<file path="src/rtl/uart_dbg_pkg.sv">
// Shared opcodes, response codes and FSM state encoding for the UART debug bridge.
package uart_dbg_pkg;

   localparam logic [7:0] OP_WR = 8'h57;
   localparam logic [7:0] OP_RD = 8'h52;
   localparam logic [7:0] ACK   = 8'h06;
   localparam logic [7:0] NAK   = 8'h15;

   typedef enum logic [2:0] {
      ST_IDLE   = 3'd0,
      ST_ADDR   = 3'd1,
      ST_DATA   = 3'd2,
      ST_REQ    = 3'd3,
      ST_ACC    = 3'd4,
      ST_WAITRD = 3'd5,
      ST_SEND   = 3'd6,
      ST_DRAIN  = 3'd7
   } state_e;

   function automatic logic is_opcode(input logic [7:0] b);
      return (b == OP_WR) || (b == OP_RD);
   endfunction

endpackage

</file>
<file path="src/rtl/dbg_tx_seq.sv">
// Response shifter: holds up to four bytes and feeds them LSB-first to uart_tx,
// one tx_start per idle period of tx_ready.
module dbg_tx_seq (
   input  logic        clk,
   input  logic        rst_n,
   input  logic        load_i,
   input  logic [2:0]  load_cnt_i,
   input  logic [31:0] load_data_i,
   input  logic        tx_ready_i,
   output logic        tx_start_o,
   output logic [7:0]  tx_data_o,
   output logic        empty_o,
   output logic        busy_o
);

   logic [2:0]  cnt_q,   cnt_d;
   logic [31:0] shift_q, shift_d;
   logic        start_q, start_d;
   logic [7:0]  data_q,  data_d;
   logic        issue;

   // uart_tx only drops tx_ready the cycle after tx_start, so the cycle in
   // which tx_start is high must not issue another byte.
   assign issue = (cnt_q != 3'd0) && tx_ready_i && !start_q;

   always_comb begin
      cnt_d   = cnt_q;
      shift_d = shift_q;
      data_d  = data_q;
      start_d = 1'b0;
      if (load_i) begin
         cnt_d   = load_cnt_i;
         shift_d = load_data_i;
      end else if (issue) begin
         start_d = 1'b1;
         data_d  = shift_q[7:0];
         shift_d = {8'h00, shift_q[31:8]};
         cnt_d   = cnt_q - 3'd1;
      end
   end

   always_ff @(posedge clk or negedge rst_n) begin
      if (!rst_n) begin
         cnt_q   <= 3'd0;
         shift_q <= 32'h0;
         start_q <= 1'b0;
         data_q  <= 8'h00;
      end else begin
         cnt_q   <= cnt_d;
         shift_q <= shift_d;
         start_q <= start_d;
         data_q  <= data_d;
      end
   end

   assign tx_start_o = start_q;
   assign tx_data_o  = data_q;
   assign empty_o    = (cnt_q == 3'd0);
   assign busy_o     = start_q;

endmodule

</file>
<file path="src/rtl/uart_dbg_bridge.sv">
// UART-driven xbus initiator: parses W/R commands, stalls the CPU, performs one
// xbus access and answers with an ACK byte or the read word through uart_tx.
module uart_dbg_bridge
   import uart_dbg_pkg::*;
#(
   parameter int unsigned RD_LAT  = 0,
   parameter int unsigned TIMEOUT = 1000000
) (
   input  logic        clk,
   input  logic        rst_n,
   input  logic        rx_end,
   input  logic [7:0]  rx_data,
   input  logic        tx_ready,
   output logic        tx_start,
   output logic [7:0]  tx_data,
   output logic        halt_req,
   input  logic        halt_gnt,
   output logic        xbus_cs,
   output logic        xbus_we,
   output logic [3:0]  xbus_be,
   output logic [31:0] xbus_addr,
   output logic [31:0] xbus_wdata,
   input  logic [31:0] xbus_rdata
);

   localparam int unsigned   TW       = $clog2(TIMEOUT + 1);
   localparam int unsigned   LW       = $clog2(RD_LAT + 2);
   localparam logic [TW-1:0] TMO_LAST = TW'(TIMEOUT - 1);
   localparam logic [LW-1:0] LAT_LAST = LW'(RD_LAT);

   state_e        state_q, state_d;
   logic [1:0]    cnt_q,    cnt_d;
   logic [TW-1:0] tmo_q,    tmo_d;
   logic [LW-1:0] lat_q,    lat_d;
   logic          opwr_q,   opwr_d;
   logic [31:0]   addr_q,   addr_d;
   logic [31:0]   wdata_q,  wdata_d;
   logic [31:0]   xaddr_q,  xaddr_d;
   logic [31:0]   xwdata_q, xwdata_d;
   logic          xwe_q,    xwe_d;
   logic [3:0]    xbe_q,    xbe_d;

   logic          seq_load;
   logic [2:0]    seq_cnt;
   logic [31:0]   seq_data;
   logic          seq_empty;
   logic          seq_busy;
   logic          tmo_hit;

   assign tmo_hit = (tmo_q == TMO_LAST);

   always_ff @(posedge clk or negedge rst_n) begin
      if (!rst_n) begin
         state_q <= ST_IDLE;
      end else begin
         state_q <= state_d;
      end
   end

   // A byte arriving in the same cycle as timeout expiry is still accepted.
   always_comb begin
      state_d = state_q;
      case (state_q)
         ST_IDLE: begin
            if (rx_end && is_opcode(rx_data)) state_d = ST_ADDR;
         end
         ST_ADDR: begin
            if (rx_end) begin
               if (cnt_q == 2'd3) state_d = opwr_q ? ST_DATA : ST_REQ;
            end else if (tmo_hit) begin
               state_d = ST_IDLE;
            end
         end
         ST_DATA: begin
            if (rx_end) begin
               if (cnt_q == 2'd3) state_d = ST_REQ;
            end else if (tmo_hit) begin
               state_d = ST_IDLE;
            end
         end
         ST_REQ: begin
            if (halt_gnt) state_d = ST_ACC;
         end
         ST_ACC: begin
            state_d = (opwr_q || (RD_LAT == 0)) ? ST_SEND : ST_WAITRD;
         end
         ST_WAITRD: begin
            if (lat_q == LAT_LAST) state_d = ST_SEND;
         end
         ST_SEND: begin
            if (seq_empty) state_d = ST_DRAIN;
         end
         ST_DRAIN: begin
            if (tx_ready && !seq_busy) state_d = ST_IDLE;
         end
         default: state_d = ST_IDLE;
      endcase
   end

   // The read word is taken straight from xbus_rdata into the response
   // shifter on the cycle the FSM leaves ACC/WAITRD for SEND.
   always_comb begin
      halt_req = (state_q == ST_REQ) || (state_q == ST_ACC) || (state_q == ST_WAITRD)
              || (state_q == ST_SEND) || (state_q == ST_DRAIN);
      xbus_cs  = (state_q == ST_ACC);
      seq_load = 1'b0;
      seq_cnt  = 3'd0;
      seq_data = 32'h0;
      if ((state_q == ST_IDLE) && rx_end && !is_opcode(rx_data)) begin
         seq_load = 1'b1;
         seq_cnt  = 3'd1;
         seq_data = {24'h0, NAK};
      end else if ((state_d == ST_SEND) && (state_q != ST_SEND)) begin
         seq_load = 1'b1;
         seq_cnt  = opwr_q ? 3'd1 : 3'd4;
         seq_data = opwr_q ? {24'h0, ACK} : xbus_rdata;
      end
   end

   always_comb begin
      cnt_d    = cnt_q;
      tmo_d    = '0;
      lat_d    = lat_q;
      opwr_d   = opwr_q;
      addr_d   = addr_q;
      wdata_d  = wdata_q;
      xaddr_d  = xaddr_q;
      xwdata_d = xwdata_q;
      xwe_d    = xwe_q;
      xbe_d    = xbe_q;
      case (state_q)
         ST_IDLE: begin
            if (rx_end && is_opcode(rx_data)) begin
               opwr_d = (rx_data == OP_WR);
               cnt_d  = 2'd0;
            end
         end
         ST_ADDR: begin
            if (rx_end) begin
               addr_d[8*cnt_q +: 8] = rx_data;
               cnt_d                = cnt_q + 2'd1;
            end else if (!tmo_hit) begin
               tmo_d = tmo_q + TW'(1);
            end
         end
         ST_DATA: begin
            if (rx_end) begin
               wdata_d[8*cnt_q +: 8] = rx_data;
               cnt_d                 = cnt_q + 2'd1;
            end else if (!tmo_hit) begin
               tmo_d = tmo_q + TW'(1);
            end
         end
         ST_REQ: begin
            // xbus outputs only change here, so they hold steady around ACC.
            if (halt_gnt) begin
               xaddr_d  = addr_q;
               xwdata_d = wdata_q;
               xwe_d    = opwr_q;
               xbe_d    = 4'hF;
            end
         end
         ST_ACC: begin
            lat_d = LW'(1);
         end
         ST_WAITRD: begin
            lat_d = lat_q + LW'(1);
         end
         default: ;
      endcase
   end

   always_ff @(posedge clk or negedge rst_n) begin
      if (!rst_n) begin
         cnt_q    <= 2'd0;
         tmo_q    <= '0;
         lat_q    <= '0;
         opwr_q   <= 1'b0;
         addr_q   <= 32'h0;
         wdata_q  <= 32'h0;
         xaddr_q  <= 32'h0;
         xwdata_q <= 32'h0;
         xwe_q    <= 1'b0;
         xbe_q    <= 4'h0;
      end else begin
         cnt_q    <= cnt_d;
         tmo_q    <= tmo_d;
         lat_q    <= lat_d;
         opwr_q   <= opwr_d;
         addr_q   <= addr_d;
         wdata_q  <= wdata_d;
         xaddr_q  <= xaddr_d;
         xwdata_q <= xwdata_d;
         xwe_q    <= xwe_d;
         xbe_q    <= xbe_d;
      end
   end

   assign xbus_addr  = xaddr_q;
   assign xbus_wdata = xwdata_q;
   assign xbus_we    = xwe_q;
   assign xbus_be    = xbe_q;

   dbg_tx_seq u_tx_seq (
      .clk         (clk),
      .rst_n       (rst_n),
      .load_i      (seq_load),
      .load_cnt_i  (seq_cnt),
      .load_data_i (seq_data),
      .tx_ready_i  (tx_ready),
      .tx_start_o  (tx_start),
      .tx_data_o   (tx_data),
      .empty_o     (seq_empty),
      .busy_o      (seq_busy)
   );

endmodule

</file>
<file path="config.mk">
export PLATFORM = sky130hd
export DESIGN_NAME = uart_dbg_bridge
export DESIGN_NICKNAME = d
export VERILOG_FILES = /design/src/rtl/uart_dbg_pkg.sv /design/src/rtl/dbg_tx_seq.sv /design/src/rtl/uart_dbg_bridge.sv
export SDC_FILE = /design/constraint.sdc
export NUM_CORES = 1
export LEC_CHECK = 0
export ABC_AREA = 1
export ABC_CLOCK_PERIOD_IN_PS = 5000
export BUFFER_PORTS_ARGS = -buffer_cell sky130_fd_sc_hd__buf_4
export CORE_ASPECT_RATIO = 0.6
export CORE_MARGIN = 1
export CORE_UTILIZATION = 30
export CTS_BUF_LIST = sky130_fd_sc_hd__clkbuf_4 sky130_fd_sc_hd__clkbuf_8
export CTS_CLUSTER_DIAMETER = 120
export DETAILED_ROUTE_END_ITERATION = 12
export PLACE_DENSITY_LB_ADDON = 0.15
export SLEW_MARGIN = 10
export SYNTH_ARGS = -nofsm -noshare
export SYNTH_HDL_FRONTEND = slang
export SYNTH_SLANG_ARGS = --single-unit
</file>
<file path="constraint.sdc">
create_clock -name clk -period 5 [get_ports clk]
set_input_delay 0.25 -clock clk [delete_from_list [all_inputs] [get_ports clk]]
set_output_delay 0.25 -clock clk [all_outputs]
set_load 0.1 [all_outputs]
</file>
**Word-level counts from Yosys, hierarchy flattened**

Cells that the tools add are included.

- Register bits after elaboration: 201
- Input bits: 45
- Output and inout bits: 80
- Logic and storage cells: 100

- $add $sub $neg: 5
- Equality and inequality tests: 15
- Shift operators: 2
- Mux-type cells: 35
- Bitwise operators: 1
- Reductions and logical operators: 27

Operators by type and width:

| operator | count |
|---|---|
| two-way mux 32 bit | 5 |
| bitwise mux 32 bit | 2 |
| two-way mux 20 bit | 3 |
| two-way mux 3 bit | 15 |
| negator 5 -> 34 bit | 1 |
| variable shift 8 x 34 -> 32 bit, first input constant | 1 |
| indexed part select 8 x 34 -> 32 bit | 1 |
| one-hot mux 3 bit (8 select lines) | 1 |
| adder 20 x 1 -> 20 bit, second input constant | 1 |
| == test 20 bit, second input constant | 1 |
| == test 8 x 7 -> 1 bit, second input constant | 2 |
| == test 3 bit, second input constant | 5 |
| AND reduction 2 bit | 5 |
| logical AND 1 bit | 7 |
| == test 3 x 2 -> 1 bit, second input constant | 2 |
| zero test 3 bit | 2 |
| nonzero test 2 bit | 3 |
| logical OR 1 bit | 5 |
| two-way mux 1 bit | 5 |
| two-way mux 2 bit | 2 |
| != test 2 x 1 -> 1 bit, second input constant | 2 |
| one-hot mux 2 bit (2 select lines) | 1 |
| == test 3 x 1 -> 1 bit, second input constant | 1 |
| != test 3 bit, second input constant | 1 |
| other kinds (10) | 11 |

**Depth between registers and ports, before layout**

- Depth in word-level cells: 11
- Gate-level depth with buffers: 11
- Gate-level depth less buffers: 10

**Hierarchy**

A second synthesis with hierarchy kept.

- Cells, all modules: 1153
- Area, all modules: 9267.6 um^2

Modules (own cells, without submodules):

| module | instances | cells each | area each (um^2) | sequential area each (um^2) |
|---|---|---|---|---|
| uart_dbg_bridge | 1 | 877 | 7128.1 | 3928.8 |
| dbg_tx_seq | 1 | 276 | 2139.6 | 1101.1 |

**Worst setup path after synthesis**

No wires, ideal clock.

- Path kind: register to register
- From: reg cnt_q[0]
- To: reg addr_q[24]
- Library setup time: 0.083 ns
- Arrival: 1.863 ns
- Data required time: 4.917 ns
- Slack: 3.054 ns
- Cell stages (with the launch flop): 11
- Path buffers: 3
- Clock period less this slack: 1.946 ns
- Path through: dfrtp_1 clkbuf_1 inv_1 ha_1 buf_2 inv_1 clkbuf_1 nand3_1 nor2_1 nand2_1 o21ai_0

- Longest elaborated chain between the ends: 3
- Elaborated cells between the ends (all ways): 4
- Those cells by class: add/sub (1); shift (2); mux (1)

Ends and longest elaborated chain:

| item | RTL line | text |
|---|---|---|
| start, declared | uart_dbg_bridge.sv:32 | `logic [1:0] cnt_q, cnt_d;` |
| start signal, assigned | uart_dbg_bridge.sv:186 | `cnt_q <= cnt_d;` |
| negator 5 -> 34 bit (*) | uart_dbg_bridge.sv:140 | `addr_d[8*cnt_q +: 8] = rx_data;` |
| indexed part select 8 x 34 -> 32 bit or variable shift 8 x 34 -> 32 bit (tied branches) | uart_dbg_bridge.sv:140 |  |
| bitwise mux 32 bit (*) | uart_dbg_bridge.sv:140 |  |
| end signal, assigned | uart_dbg_bridge.sv:190 | `addr_q <= addr_d;` |
| end, declared | uart_dbg_bridge.sv:36 | `logic [31:0] addr_q, addr_d;` |

Every way passes the cells marked *; elsewhere a longest branch is shown, timed or not.
A chain may end at the register's enable or synchronous reset.

**Final worst setup path**

- From: reg cnt_q[0]
- To: reg wdata_q[7]

- Longest elaborated chain between the ends: 3
- Elaborated cells between the ends (all ways): 4
- Those cells by class: add/sub (1); shift (2); mux (1)

Ends and longest elaborated chain:

| item | RTL line | text |
|---|---|---|
| negator 5 -> 34 bit (*) | uart_dbg_bridge.sv:148 | `wdata_d[8*cnt_q +: 8] = rx_data;` |
| indexed part select 8 x 34 -> 32 bit or variable shift 8 x 34 -> 32 bit (tied branches) | uart_dbg_bridge.sv:148 |  |
| bitwise mux 32 bit (*) | uart_dbg_bridge.sv:148 |  |
| end signal, assigned | uart_dbg_bridge.sv:191 | `wdata_q <= wdata_d;` |
| end, declared | uart_dbg_bridge.sv:37 | `logic [31:0] wdata_q, wdata_d;` |

Marks and branches as above.

==> impl_metrics.yaml <==
routing:
  first_pass_iters: 5
  wl_per_cell_microns: 14.9
  drc: 0
  route.detailed.vias_per_inst: 4.45
  drt-total-wl_microns: 23500
  vias: 7018
  ant_nets: 0
  drtIter0Drc: 543
worst_setup_path:
  end_kind: "flip-flop"
  required_ns: 5.44
  path_max_fanout: 13
  start_kind: "flip-flop"
  cp.arrival_ns: 2.77
  critPathKind: "reg2reg"
synthesis:
  syn_avg_cell_area_sq_um: 8.75
  synth-main-ff-cell: "dfrtp_1"
  ys_seq_area_share_pct: 56.8
  ys_async_sr_fraction_pct: 100
  synth_top_area_cell: "dfrtp_1"
  syn-num-nets: 1063
  syn_area_sq_mm: 0.00885
  yosysMostFrequentCell: "nand2_1"
  synth_area_leaders: "dfrtp_1 57%, nand2_1 12%, o21ai_0 6.6%"
  ys_types: 34
  ys_seq_elements: 201
  syn_inst: 1011
  synth_edf_count: 0
  yosys_warnings: 0
  synthDominantCellAreaShare_pct: 56.8
  synth_common_cells: "282 x nand2_1, 201 x dfrtp_1, 117 x o21ai_0"
clocking:
  cts_tree: "done"
  clk_latency_ns: 0.55
  cts_buffers: 34
  cts_sinks: 201
  cts_buffer_depth: 3
  clk_pin_slew_worst_paths_ns: 0.06
  ctsResizeCount: 0
  htreeDepth: 2
  root_buffer: "clkbuf_8"
timing:
  tns_ns: 0
  max_freq_ghz: 0.428
  finalHoldViolCount: 0
  fin_crit_ns: 2.33
  finalWorstSetupSlack_ns: 2.67
  finalCritPeriodShare_pct: 46.7
  rsz0062_at_grt: "false"
  clock_skew_ns: 0.0320
  setup_violations: 0
  slew_violations: 0
  maxSlewHeadroom_pct: 32.3
  tightestPinTransition_ns: 1.01
final_layout:
  drive_gt1_share_pct: 18.9
  area_delta_synth_final_pct: 25.1
  nets: 1209
  antenna_cells: 0
global_routing:
  grt_pass1_wl_microns: 37300
  global_route.usage.met3_pct: 3.55
  grt.overflow.total: 0
  antenna_found_initial: 0
  grtUsageMet1_pct: 24.9
  grtUsageMet2_pct: 20.9
  grt_usage_pct: 15.8
  grt-busiest-layer: "met1"
  grt_pass1_vias: 6768
  grt_max_degree: 103
floorplan:
  placementRows: 48
  die_x_microns: 224
  dieArea_sq_mm: 0.0302
  start_util_pct: 30.6
  die_h_microns: 135
  ioPinCount: 125
  core-area_sq_mm: 0.0289
pwr:
  ir_drop_mv: 0.268
  powerDensity_mw_per_mm2: 723
  p_leak_nw: 5.43
  total_power_mw: 8.00
placed_design:
  portBuffers: 124
  place_congestion: 0.834
  place_hpwl_microns: 16000
  dp_slack_ns: 2.69
hold_path:
  hp-class: "in2reg"
run:
  drv_cap: 0
status:
  status: "finished clean"
-- layer usage --
layer	up-vias	wire, microns
li1	3559	-
met1	3293	12600
met2	128	9380
met3	38	1160
met4	0	384
met5	-	0
-- cell usage in the layout (no fill, tap or decap), drive strengths merged --
| cell type | count |
|---|---|
| nand2 | 286 |
| dfrtp | 201 |
| buf | 126 |
| o21ai | 123 |
| inv | 109 |
| nor2 | 82 |
| nand3 | 59 |
| clkbuf | 51 |
| nand4 | 50 |
| dlygate4sd3 | 30 |
| mux2 | 16 |
| nor3 | 14 |
| ha | 7 |
| xor2 | 4 |
| xnor2 | 3 |
| a21oi | 3 |
| nand3b | 2 |
| o211ai | 2 |
| clkinvlp | 2 |
| clkinv | 2 |
| or2 | 1 |
| a31oi | 1 |
| a41oi | 1 |
| nor3b | 1 |
-- flip-flops by register name, summed over array words and instances (netlist names) --
| register | cells |
|---|---|
| addr_q | 32 |
| opwr_q | 1 |
| u_tx_seq.busy_o | 1 |
| xbus_we | 1 |
| wdata_q | 32 |
| u_tx_seq.tx_data_o | 8 |
| tmo_q | 20 |
| cnt_q | 2 |
| xbus_addr | 32 |
| u_tx_seq.shift_q | 32 |
| lat_q | 1 |
| u_tx_seq.cnt_q | 3 |
| xbus_be | 1 |
| state_q | 3 |
| xbus_wdata | 32 |
-- report_power, final --
part,internal [mW],leakage [nW],switching [mW]
Clock,0.823,0.354,0.678
Sequential,2.25,2.50,0.325
Combinational,0.829,2.57,3.10
-- timing repair --
item                                   in CTS  in global routing
setup buffers                               0                  0
hold buffers                               30                  0
endpoints found under the hold margin     130                  0
-- critical path, cell delays in order, from the launching register on --
cell and delay, ns:
dfrtp_1 0.53, inv_1 0.19, ha_1 0.36, inv_1 0.25, nor3_2 0.44, nand2_1 0.23, o21ai_0 0.22
-- final timing paths --
path | end | slack (ns) | depth (start not counted) | start
worst max-delay path | wdata_q[7] | 2.67 | 6 | cnt_q[0]
worst min register to register | u_tx_seq.shift_q[26] | 0.47 | 2 | u_tx_seq.shift_q[26]
max in group asynchronous | u_tx_seq.shift_q[29] | 3.54 | 3 | rst_n
worst min-delay path | wdata_q[5] | 0.06 | 3 | rx_data[5]
min in group asynchronous | xbus_addr[22] | 0.37 | 2 | rst_n
worst max register to register | wdata_q[7] | 2.67 | 6 | cnt_q[0]
-- stage by stage --
step	cells	util, %	hold WS [ns]	area (sq um)
floorplan	1011	-	-0.0456	8850
global placement	1491	34.9	0.417	10100
detailed placement	1491	34.9	0.410	10100
CTS	1576	38.3	0.0172	11100
global route	1576	38.3	0.0416	11100
finish	1576	38.3	0.0632	11100
-- logic make-up after synthesis --
logic type,share of synthesized area [%]
and+or+nand+nor,24.7
DFF,56.8
buffers and inverters,7.30
AOI/OAI and AO/OA,7.47
muxes,2.04
xor gates and xnor gates,0.693
adders and majority gates,0.990
-- area by class of cell --
class	count	area (sq um)
fillers	2976	17800
well taps	400	500
repair buffers	157	1270
clock inverters	5	33.8
multi-input cells	655	3180
inverters	108	405
clock buffers	50	644
flip-flops and latches	201	5030
(Power assumes the default switching activity.)
